===== config.mk =====
export PLATFORM = sky130hd
export DESIGN_NAME = multicycle_core
export DESIGN_NICKNAME = d
export VERILOG_FILES = /design/src/rtl/multicycle_core.sv
export SDC_FILE = /design/constraint.sdc
export NUM_CORES = 2
export LEC_CHECK = 0
export CORE_MARGIN = 2
export CORE_UTILIZATION = 37
export CTS_CLUSTER_DIAMETER = 200
export DETAILED_ROUTE_END_ITERATION = 7
export GPL_TIMING_DRIVEN = 0
export PLACE_DENSITY_LB_ADDON = 0.12
export SETUP_SLACK_MARGIN = 0.3
export SLEW_MARGIN = 20
export SYNTH_ARGS = -nofsm -noshare
export SYNTH_HDL_FRONTEND = slang
export SYNTH_SLANG_ARGS = --single-unit
export TNS_END_PERCENT = 1

===== constraint.sdc =====
create_clock -name CLK -period 11.27 [get_ports CLK]
set_input_delay 2.8175 -clock CLK [delete_from_list [all_inputs] [get_ports CLK]]
set_output_delay 2.8175 -clock CLK [all_outputs]
set_load 0.02 [all_outputs]

===== src/rtl/multicycle_core.sv =====
// multicycle_core: MIPS-style multicycle processor core with one shared ALU and
// a single unified memory port using a req/rdy handshake.
// Ports:
//   CLK, RSTn               clock (rising edge), asynchronous active-low reset
//   MemReq/MemWE/MemAddr/MemWD  memory request, write enable, word address, write data
//   MemRD/MemRdy            memory read data and completion (sampled while MemReq=1)
//   ALUDM/RFWE              register-file write data and one-cycle write strobe
//   Halt/Illegal            core stopped; stop caused by undefined opcode/funct
module multicycle_core #(
   parameter int unsigned   DWL    = 32,
   parameter int unsigned   AWL    = 16,
   parameter int unsigned   RFAWL  = 5,
   parameter logic [DWL-1:0] PC_RST = '0
) (
   input  logic           CLK,
   input  logic           RSTn,
   output logic           MemReq,
   output logic           MemWE,
   output logic [AWL-1:0] MemAddr,
   output logic [DWL-1:0] MemWD,
   input  logic [DWL-1:0] MemRD,
   input  logic           MemRdy,
   output logic [DWL-1:0] ALUDM,
   output logic           RFWE,
   output logic           Halt,
   output logic           Illegal
);

   localparam int unsigned NREG = 2**RFAWL;

   localparam logic [5:0] OP_R    = 6'b000000;
   localparam logic [5:0] OP_LW   = 6'b100011;
   localparam logic [5:0] OP_SW   = 6'b101011;
   localparam logic [5:0] OP_BEQ  = 6'b000100;
   localparam logic [5:0] OP_ADDI = 6'b001000;
   localparam logic [5:0] OP_J    = 6'b000010;
   localparam logic [5:0] OP_HALT = 6'b111111;

   localparam logic [5:0] FN_ADD = 6'b100000;
   localparam logic [5:0] FN_SUB = 6'b100010;
   localparam logic [5:0] FN_AND = 6'b100100;
   localparam logic [5:0] FN_OR  = 6'b100101;
   localparam logic [5:0] FN_SLT = 6'b101010;
   localparam logic [5:0] FN_SLL = 6'b000000;

   typedef enum logic [3:0] {
      S_FETCH, S_DECODE, S_EXEC, S_ALUWB, S_ADDIEX, S_ADDIWB, S_MEMADR,
      S_MEMRD, S_MEMWB, S_MEMWR, S_BRANCH, S_JUMP, S_HALT
   } state_e;

   typedef enum logic [2:0] {
      ALU_ADD, ALU_SUB, ALU_AND, ALU_OR, ALU_SLT, ALU_SLL
   } alu_e;

   state_e           state_q, state_d;
   logic [DWL-1:0]   pc_q, pc_d;
   logic [DWL-1:0]   ir_q, ir_d;
   logic [DWL-1:0]   a_q, a_d;
   logic [DWL-1:0]   b_q, b_d;
   logic [DWL-1:0]   alu_q, alu_d;
   logic [DWL-1:0]   mdr_q, mdr_d;
   logic             illegal_q, illegal_d;
   logic [DWL-1:0]   rf_q [NREG];

   // Instruction fields
   logic [5:0]       op, funct;
   logic [4:0]       shamt;
   logic [RFAWL-1:0] rs_a, rt_a, rd_a;
   logic [DWL-1:0]   simm, jump_tgt, rs_val, rt_val;

   assign op       = ir_q[31:26];
   assign funct    = ir_q[5:0];
   assign shamt    = ir_q[10:6];
   assign rs_a     = RFAWL'(ir_q[25:21]);
   assign rt_a     = RFAWL'(ir_q[20:16]);
   assign rd_a     = RFAWL'(ir_q[15:11]);
   assign simm     = {{(DWL-16){ir_q[15]}}, ir_q[15:0]};
   // pc_q already holds PC+1 once the instruction has been fetched
   assign jump_tgt = {pc_q[DWL-1:26], ir_q[25:0]};
   assign rs_val   = (rs_a == '0) ? '0 : rf_q[rs_a];
   assign rt_val   = (rt_a == '0) ? '0 : rf_q[rt_a];

   // Shared ALU operand/function select
   logic [DWL-1:0] alu_a, alu_b, alu_y;
   alu_e           alu_sel;

   always_comb begin
      alu_a   = a_q;
      alu_b   = b_q;
      alu_sel = ALU_ADD;
      case (state_q)
         S_FETCH: begin
            alu_a = pc_q;
            alu_b = DWL'(1);
         end
         S_EXEC: begin
            case (funct)
               FN_SUB:  alu_sel = ALU_SUB;
               FN_AND:  alu_sel = ALU_AND;
               FN_OR:   alu_sel = ALU_OR;
               FN_SLT:  alu_sel = ALU_SLT;
               FN_SLL:  alu_sel = ALU_SLL;
               default: alu_sel = ALU_ADD;
            endcase
         end
         S_ADDIEX, S_MEMADR: alu_b = simm;
         S_BRANCH: begin
            alu_a = pc_q;
            alu_b = simm;
         end
         default: ;
      endcase
   end

   // Shared ALU
   always_comb begin
      case (alu_sel)
         ALU_SUB: alu_y = alu_a - alu_b;
         ALU_AND: alu_y = alu_a & alu_b;
         ALU_OR:  alu_y = alu_a | alu_b;
         ALU_SLT: alu_y = DWL'($signed(alu_a) < $signed(alu_b));
         ALU_SLL: alu_y = alu_b << shamt;
         default: alu_y = alu_a + alu_b;
      endcase
   end

   // Next-state and datapath control
   logic             rf_we;
   logic [RFAWL-1:0] rf_waddr;
   logic [DWL-1:0]   rf_wdata;

   always_comb begin
      state_d   = state_q;
      pc_d      = pc_q;
      ir_d      = ir_q;
      a_d       = a_q;
      b_d       = b_q;
      alu_d     = alu_q;
      mdr_d     = mdr_q;
      illegal_d = illegal_q;
      rf_we     = 1'b0;
      rf_waddr  = rt_a;
      rf_wdata  = alu_q;
      case (state_q)
         S_FETCH: if (MemRdy) begin
            ir_d    = MemRD;
            pc_d    = alu_y;
            state_d = S_DECODE;
         end
         S_DECODE: begin
            a_d = rs_val;
            b_d = rt_val;
            case (op)
               OP_R: begin
                  if (funct inside {FN_ADD, FN_SUB, FN_AND, FN_OR, FN_SLT, FN_SLL}) begin
                     state_d = S_EXEC;
                  end else begin
                     illegal_d = 1'b1;
                     state_d   = S_HALT;
                  end
               end
               OP_LW, OP_SW: state_d = S_MEMADR;
               OP_ADDI:      state_d = S_ADDIEX;
               OP_BEQ:       state_d = S_BRANCH;
               OP_J:         state_d = S_JUMP;
               OP_HALT:      state_d = S_HALT;
               default: begin
                  illegal_d = 1'b1;
                  state_d   = S_HALT;
               end
            endcase
         end
         S_EXEC: begin
            alu_d   = alu_y;
            state_d = S_ALUWB;
         end
         S_ALUWB: begin
            rf_we    = 1'b1;
            rf_waddr = rd_a;
            state_d  = S_FETCH;
         end
         S_ADDIEX: begin
            alu_d   = alu_y;
            state_d = S_ADDIWB;
         end
         S_ADDIWB: begin
            rf_we   = 1'b1;
            state_d = S_FETCH;
         end
         S_MEMADR: begin
            alu_d   = alu_y;
            state_d = (op == OP_LW) ? S_MEMRD : S_MEMWR;
         end
         S_MEMRD: if (MemRdy) begin
            mdr_d   = MemRD;
            state_d = S_MEMWB;
         end
         S_MEMWB: begin
            rf_we    = 1'b1;
            rf_wdata = mdr_q;
            state_d  = S_FETCH;
         end
         S_MEMWR: if (MemRdy) state_d = S_FETCH;
         S_BRANCH: begin
            if (a_q == b_q) pc_d = alu_y;
            state_d = S_FETCH;
         end
         S_JUMP: begin
            pc_d    = jump_tgt;
            state_d = S_FETCH;
         end
         S_HALT: ;
         default: state_d = S_FETCH;
      endcase
   end

   // State and datapath registers
   always_ff @(posedge CLK or negedge RSTn) begin
      if (!RSTn) begin
         state_q   <= S_FETCH;
         pc_q      <= PC_RST;
         ir_q      <= '0;
         a_q       <= '0;
         b_q       <= '0;
         alu_q     <= '0;
         mdr_q     <= '0;
         illegal_q <= 1'b0;
      end else begin
         state_q   <= state_d;
         pc_q      <= pc_d;
         ir_q      <= ir_d;
         a_q       <= a_d;
         b_q       <= b_d;
         alu_q     <= alu_d;
         mdr_q     <= mdr_d;
         illegal_q <= illegal_d;
      end
   end

   // Register file: contents survive reset; R0 is hardwired through the read mux
   always_ff @(posedge CLK) begin
      if (rf_we && (rf_waddr != '0)) rf_q[rf_waddr] <= rf_wdata;
   end

   // Outputs decoded from registered state. Reset comes back to FETCH, whose
   // request must still be suppressed while RSTn is low, so the request
   // strobes are gated directly by RSTn.
   logic mem_req_c;
   assign mem_req_c = (state_q == S_FETCH) || (state_q == S_MEMRD) || (state_q == S_MEMWR);
   assign MemReq    = RSTn & mem_req_c;
   assign MemWE     = RSTn & (state_q == S_MEMWR);
   assign MemAddr   = !MemReq ? '0 : (state_q == S_FETCH) ? AWL'(pc_q) : AWL'(alu_q);
   assign MemWD     = MemWE ? b_q : '0;
   assign RFWE      = rf_we;
   assign ALUDM     = rf_we ? rf_wdata : '0;
   assign Halt      = (state_q == S_HALT);
   assign Illegal   = illegal_q;

endmodule

Word level (Yosys, flattened, before mapping)
Memories as Yosys holds them, arrays and structs flattened. Cells that the tools add are included.

Mux-type cells: 28. Equal/unequal tests: 34. Reduce and logical (&&, ||, !) cells: 24. Magnitude comparators: 1. Shift operators: 1. Add/sub/neg operators: 2. Bitwise logic cells: 7.

Operators with widths (count): $mux W32 (8); $pmux W32 S5 (1); $pmux W32 S3 (1); $pmux W32 S2 (1); $eq A6 B6 Y1 const B (8); $add A32 B32 Y32 (1); $and A32 B32 Y32 (1); $eq A32 B32 Y1 (1); $lt A32 B32 Y1 (1); $mux W16 (2); $or A32 B32 Y32 (1); $pmux W4 S8 (1); $shl A32 B5 Y32 (1); $sub A32 B32 Y32 (1); $eq A4 B4 Y1 const B (5); $mux W4 (5); $pmux W4 S5 (1); $eq A4 B3 Y1 const B (4); $pmux W3 S5 (1); $logic_not A6 Y1 (2); $logic_not A5 Y1 (2); $ne A2 B2 Y1 const B (5); $reduce_or A3 Y1 (3); $eq A4 B2 Y1 const B (2); other kinds (25) (38).

Bits in writable memories: 1024. Word-level logic and storage cells: 107. Input bits: 35. Memories: 1. Bits in registers: 197.

Memories: rf_q (words 32, width 32, read ports 2, clocked after Yosys merged registers in 0, write ports 1, line 63) `logic [DWL-1:0] rf_q [NREG];`.

Longest topological paths before layout
Depth in word-level cells: 7. Mapped depth: 21. Depth with buffers taken out: 16.

Worst setup path after synthesis
No wires, ideal clock.

Path type: input port to output port. From: in RSTn. To: out MemWD[22]. Arrival: 3652 ps. Buffers on the path: 1. Stages: 3. Setup slack: 4800 ps. Path through: and3_1 > clkbuf_1 > and2_1.

Word-level cells in the longest chain between the ends: 2.

Ends and longest elaborated chain: from (decl) (line 16) `input logic RSTn,`; $and A1 B1 Y1 (line 251) `assign MemWE = RSTn & (state_q == S_MEMWR);`; via MemWE (line 18) `output logic MemWE,`; $mux W32 (line 253) `assign MemWD = MemWE ? b_q : '0;`; to (decl) (line 20) `output logic [DWL-1:0] MemWD,`.

The timed path passes the listed nets, and every way through them passes these cells.

Worst setup path after layout
From: in RSTn. To: out MemWD[14].

Word-level cells in the longest chain between the ends: 2.

Ends and longest elaborated chain (line): $and A1 B1 Y1 (251); $mux W32 (253).

No other way between the ends.

==> results_dict.tcl <==
set metrics [dict create \
    status "finished clean" \
    grt_overflow 0 \
    grt_max_degree 89 \
    drt_wl_total_um 262000 \
    fin_util_pct 43.5 \
    io_buffers 119 \
    hold_depth 2 \
    cp.arrival_ns 6.09 \
    hold_path.class "reg -> reg" \
    max_freq_ghz 0.112 \
    ctsRootBufferMaster "clkbuf_16" \
    min_period_over_period_pct 79.0 \
    synthTopCellsByCount "edfxtp_1 (1024), mux4_2 (597), nand2_1 (292), mux2_2 (230), clkbuf_1 (207)" \
    die_h_um 419 \
    cap_viol_max_count 0 \
    synth-seq-cells 1221 \
    wl_met3_um 18800 \
    ys.flop_type "edfxtp_1" \
    met1_length_um 101000 \
    r2r-start "state_q[3]" \
    wl_per_cell_um 37.9 \
    clk_latency_ns 0.82 \
    ant_nets 0 \
    coreArea_mm2 0.172 \
    h-tree-depth 4 \
    grt_setup_unrepaired "false" \
    maxSlewViolCount 0 \
    hold_viol 0 \
    ir_drop_v 0.000145 \
    start_kind "input pin" \
    cp_max_fo 88 \
    place_ws_ns 2.39 \
    endpoint_kind "output port" \
    drive_above_1_share_pct 28.0 \
    grt_pass1_vias 42159 \
    initialDrtViolationCount 5128 \
    power_density_mw_per_mm2 341 \
    cts_buffers 140 \
    yosysTopAreaCell "edfxtp_1" \
    cts_tree "done" \
    postSynthCellCount 4124 \
    vias 42884 \
    r2r_end "alu_q[30]" \
    via_per_inst 6.20 \
    holdBufCountCts 0 \
    cts.repair.resized 0 \
    yosysWarnings 0 \
    dp_hpwl_um 196000 \
    hold-path-endpoint "pc_q[28]" \
    p_leak_nw 25.3 \
    async_flop_share_pct 16.1 \
    synth.avg_cell_area_um2 15.5 \
    clock_skew_ns 0.0310 \
    synth_top_area_share_pct 48.2 \
    yosys.cell_count.top_type "edfxtp_1" \
    routed-wl-met2_um 127000 \
    reg2reg_setup_slack_ns 3.81 \
    first_pass_iters 6 \
    nNetsFinal 4619 \
    min_period_ns 8.91 \
    seq_area_frac_synth_pct 55.9 \
    gr-usage-all-layers_pct 29.7 \
    worstSetupStartpoint "RSTn" \
    tightestPinTransition_ns 1.25 \
    initial_core_util_pct 37.2 \
    slew_headroom_pct 16.4 \
    clockBufferDepth 3 \
    yosysUniqueCellTypes 98 \
    io-pin-count 120 \
    die_w_um 419 \
    setup_viol 0 \
    top_layer "met5" \
    ys_top_cells_by_area "edfxtp_1 (48%), mux4_2 (21%), dfrtp_1 (7.7%)" \
    cts_sinks 1221 \
    reg2reg_depth 18 \
    path_class "in -> out" \
    drc_errors 0 \
    grt_pass1_wl_um 355000 \
    antenna_found_initial 17 \
    fill_cells 15509 \
    place.gp.congestion 0.976 \
    die_area_mm2 0.176 \
    synthToLayoutAreaGrowth_pct 16.9 \
    cts_setup_buffers 0 \
    fin_ws_ns 2.36 \
    synth_edf_count 1024 \
    holdCritStartpoint "pc_q[28]" \
    syn-cell-area_mm2 0.0639 \
    clkTransAtPathRegs_ns 0.06 \
    required_ns 8.45 \
    num_rows 152 \
    p_total_w 0.0254 \
]
[cell families after synthesis]
family                     share of synthesized area [%]
xor gates and xnor gates                           0.727
DFF                                                 55.9
adders and majority gates                           1.94
and+or+nand+nor                                     5.47
buffers and inverters                               2.58
AOI/OAI and AO/OA                                   7.24
muxes                                               26.2
other                                            0.00587
[layout make-up]
cell class	count	area (um2)	share of cell area, %
diodes	6	15.0	0.0201
plain buffers	311	1290	1.73
clock buffers	177	3770	5.04
clock inverters	75	797	1.07
inverters	116	435	0.583
multi-input cells	2507	27000	36.1
flip-flops and latches	1221	35700	47.8
well taps	2310	2890	3.87
repair buffers	189	2850	3.82
[metal layers]
metal  vias up  GRT usage [%]
met3       534           4.60
met4         4           15.1
met2      2177           49.3
li1      17382              -
met5         -              0
met1     22787           37.9
[layout by cell type (no fill, tap or decap), types with 108 or more instances in the layout]
cell,n
a21oi_1,165
clkbuf_1,214
clkdlybuf4s50_1,118
clkbuf_16,143
dfrtp_1,197
mux4_2,597
edfxtp_1,1024
nand2_1,292
inv_1,108
mux2_2,230
o21ai_0,134
nor2_1,120
[metrics by stage]
stage | hold slack, ns | setup TNS (ns) | std cells | cell area (um2)
floorplan | 0.442 | 0 | 4155 | 64000
global placement | 0.464 | -700.55 | 6584 | 68100
detailed placement | 0.473 | 0 | 6653 | 70100
CTS | 0.487 | 0 | 6905 | 74600
global route | 0.510 | 0 | 6906 | 74700
finish | 0.481 | 0 | 6912 | 74700
[flip-flops by register name (all words and copies together), names as in the netlist]
name / cells
rf_q: 1024
a_q: 32
alu_q: 32
b_q: 32
ir_q: 32
mdr_q: 32
pc_q: 32
state_q: 4
Illegal: 1
[worst max-delay path: stages]
cell             delay [ns]
buf_8                  0.38
buf_16                 0.41
and3_1                 0.77
clkbuf_1               0.49
and2_1                 0.42
clkdlybuf4s50_1        0.68
[power breakdown]
group / total (W) / switching (W) / internal, W
clock: 0.00462 / 0.00196 / 0.00266
sequential: 0.00662 / 0.000605 / 0.00602
combinational: 0.0142 / 0.00915 / 0.00504
total: 0.0254 / 0.0117 / 0.0137
[worst max path at each step]
stage                     slack [ns]          end  cells after the start
final                           2.36    MemWD[14]                      6
after global placement         -7.43  MemAddr[15]                      4
after CTS                       2.38    MemWD[14]                      6
after detailed placement        2.39    MemWD[14]                      6
after floorplan                 4.80    MemWD[22]                      3
after global routing            2.31    MemWD[14]                      6
(Power assumes the default switching activity.)
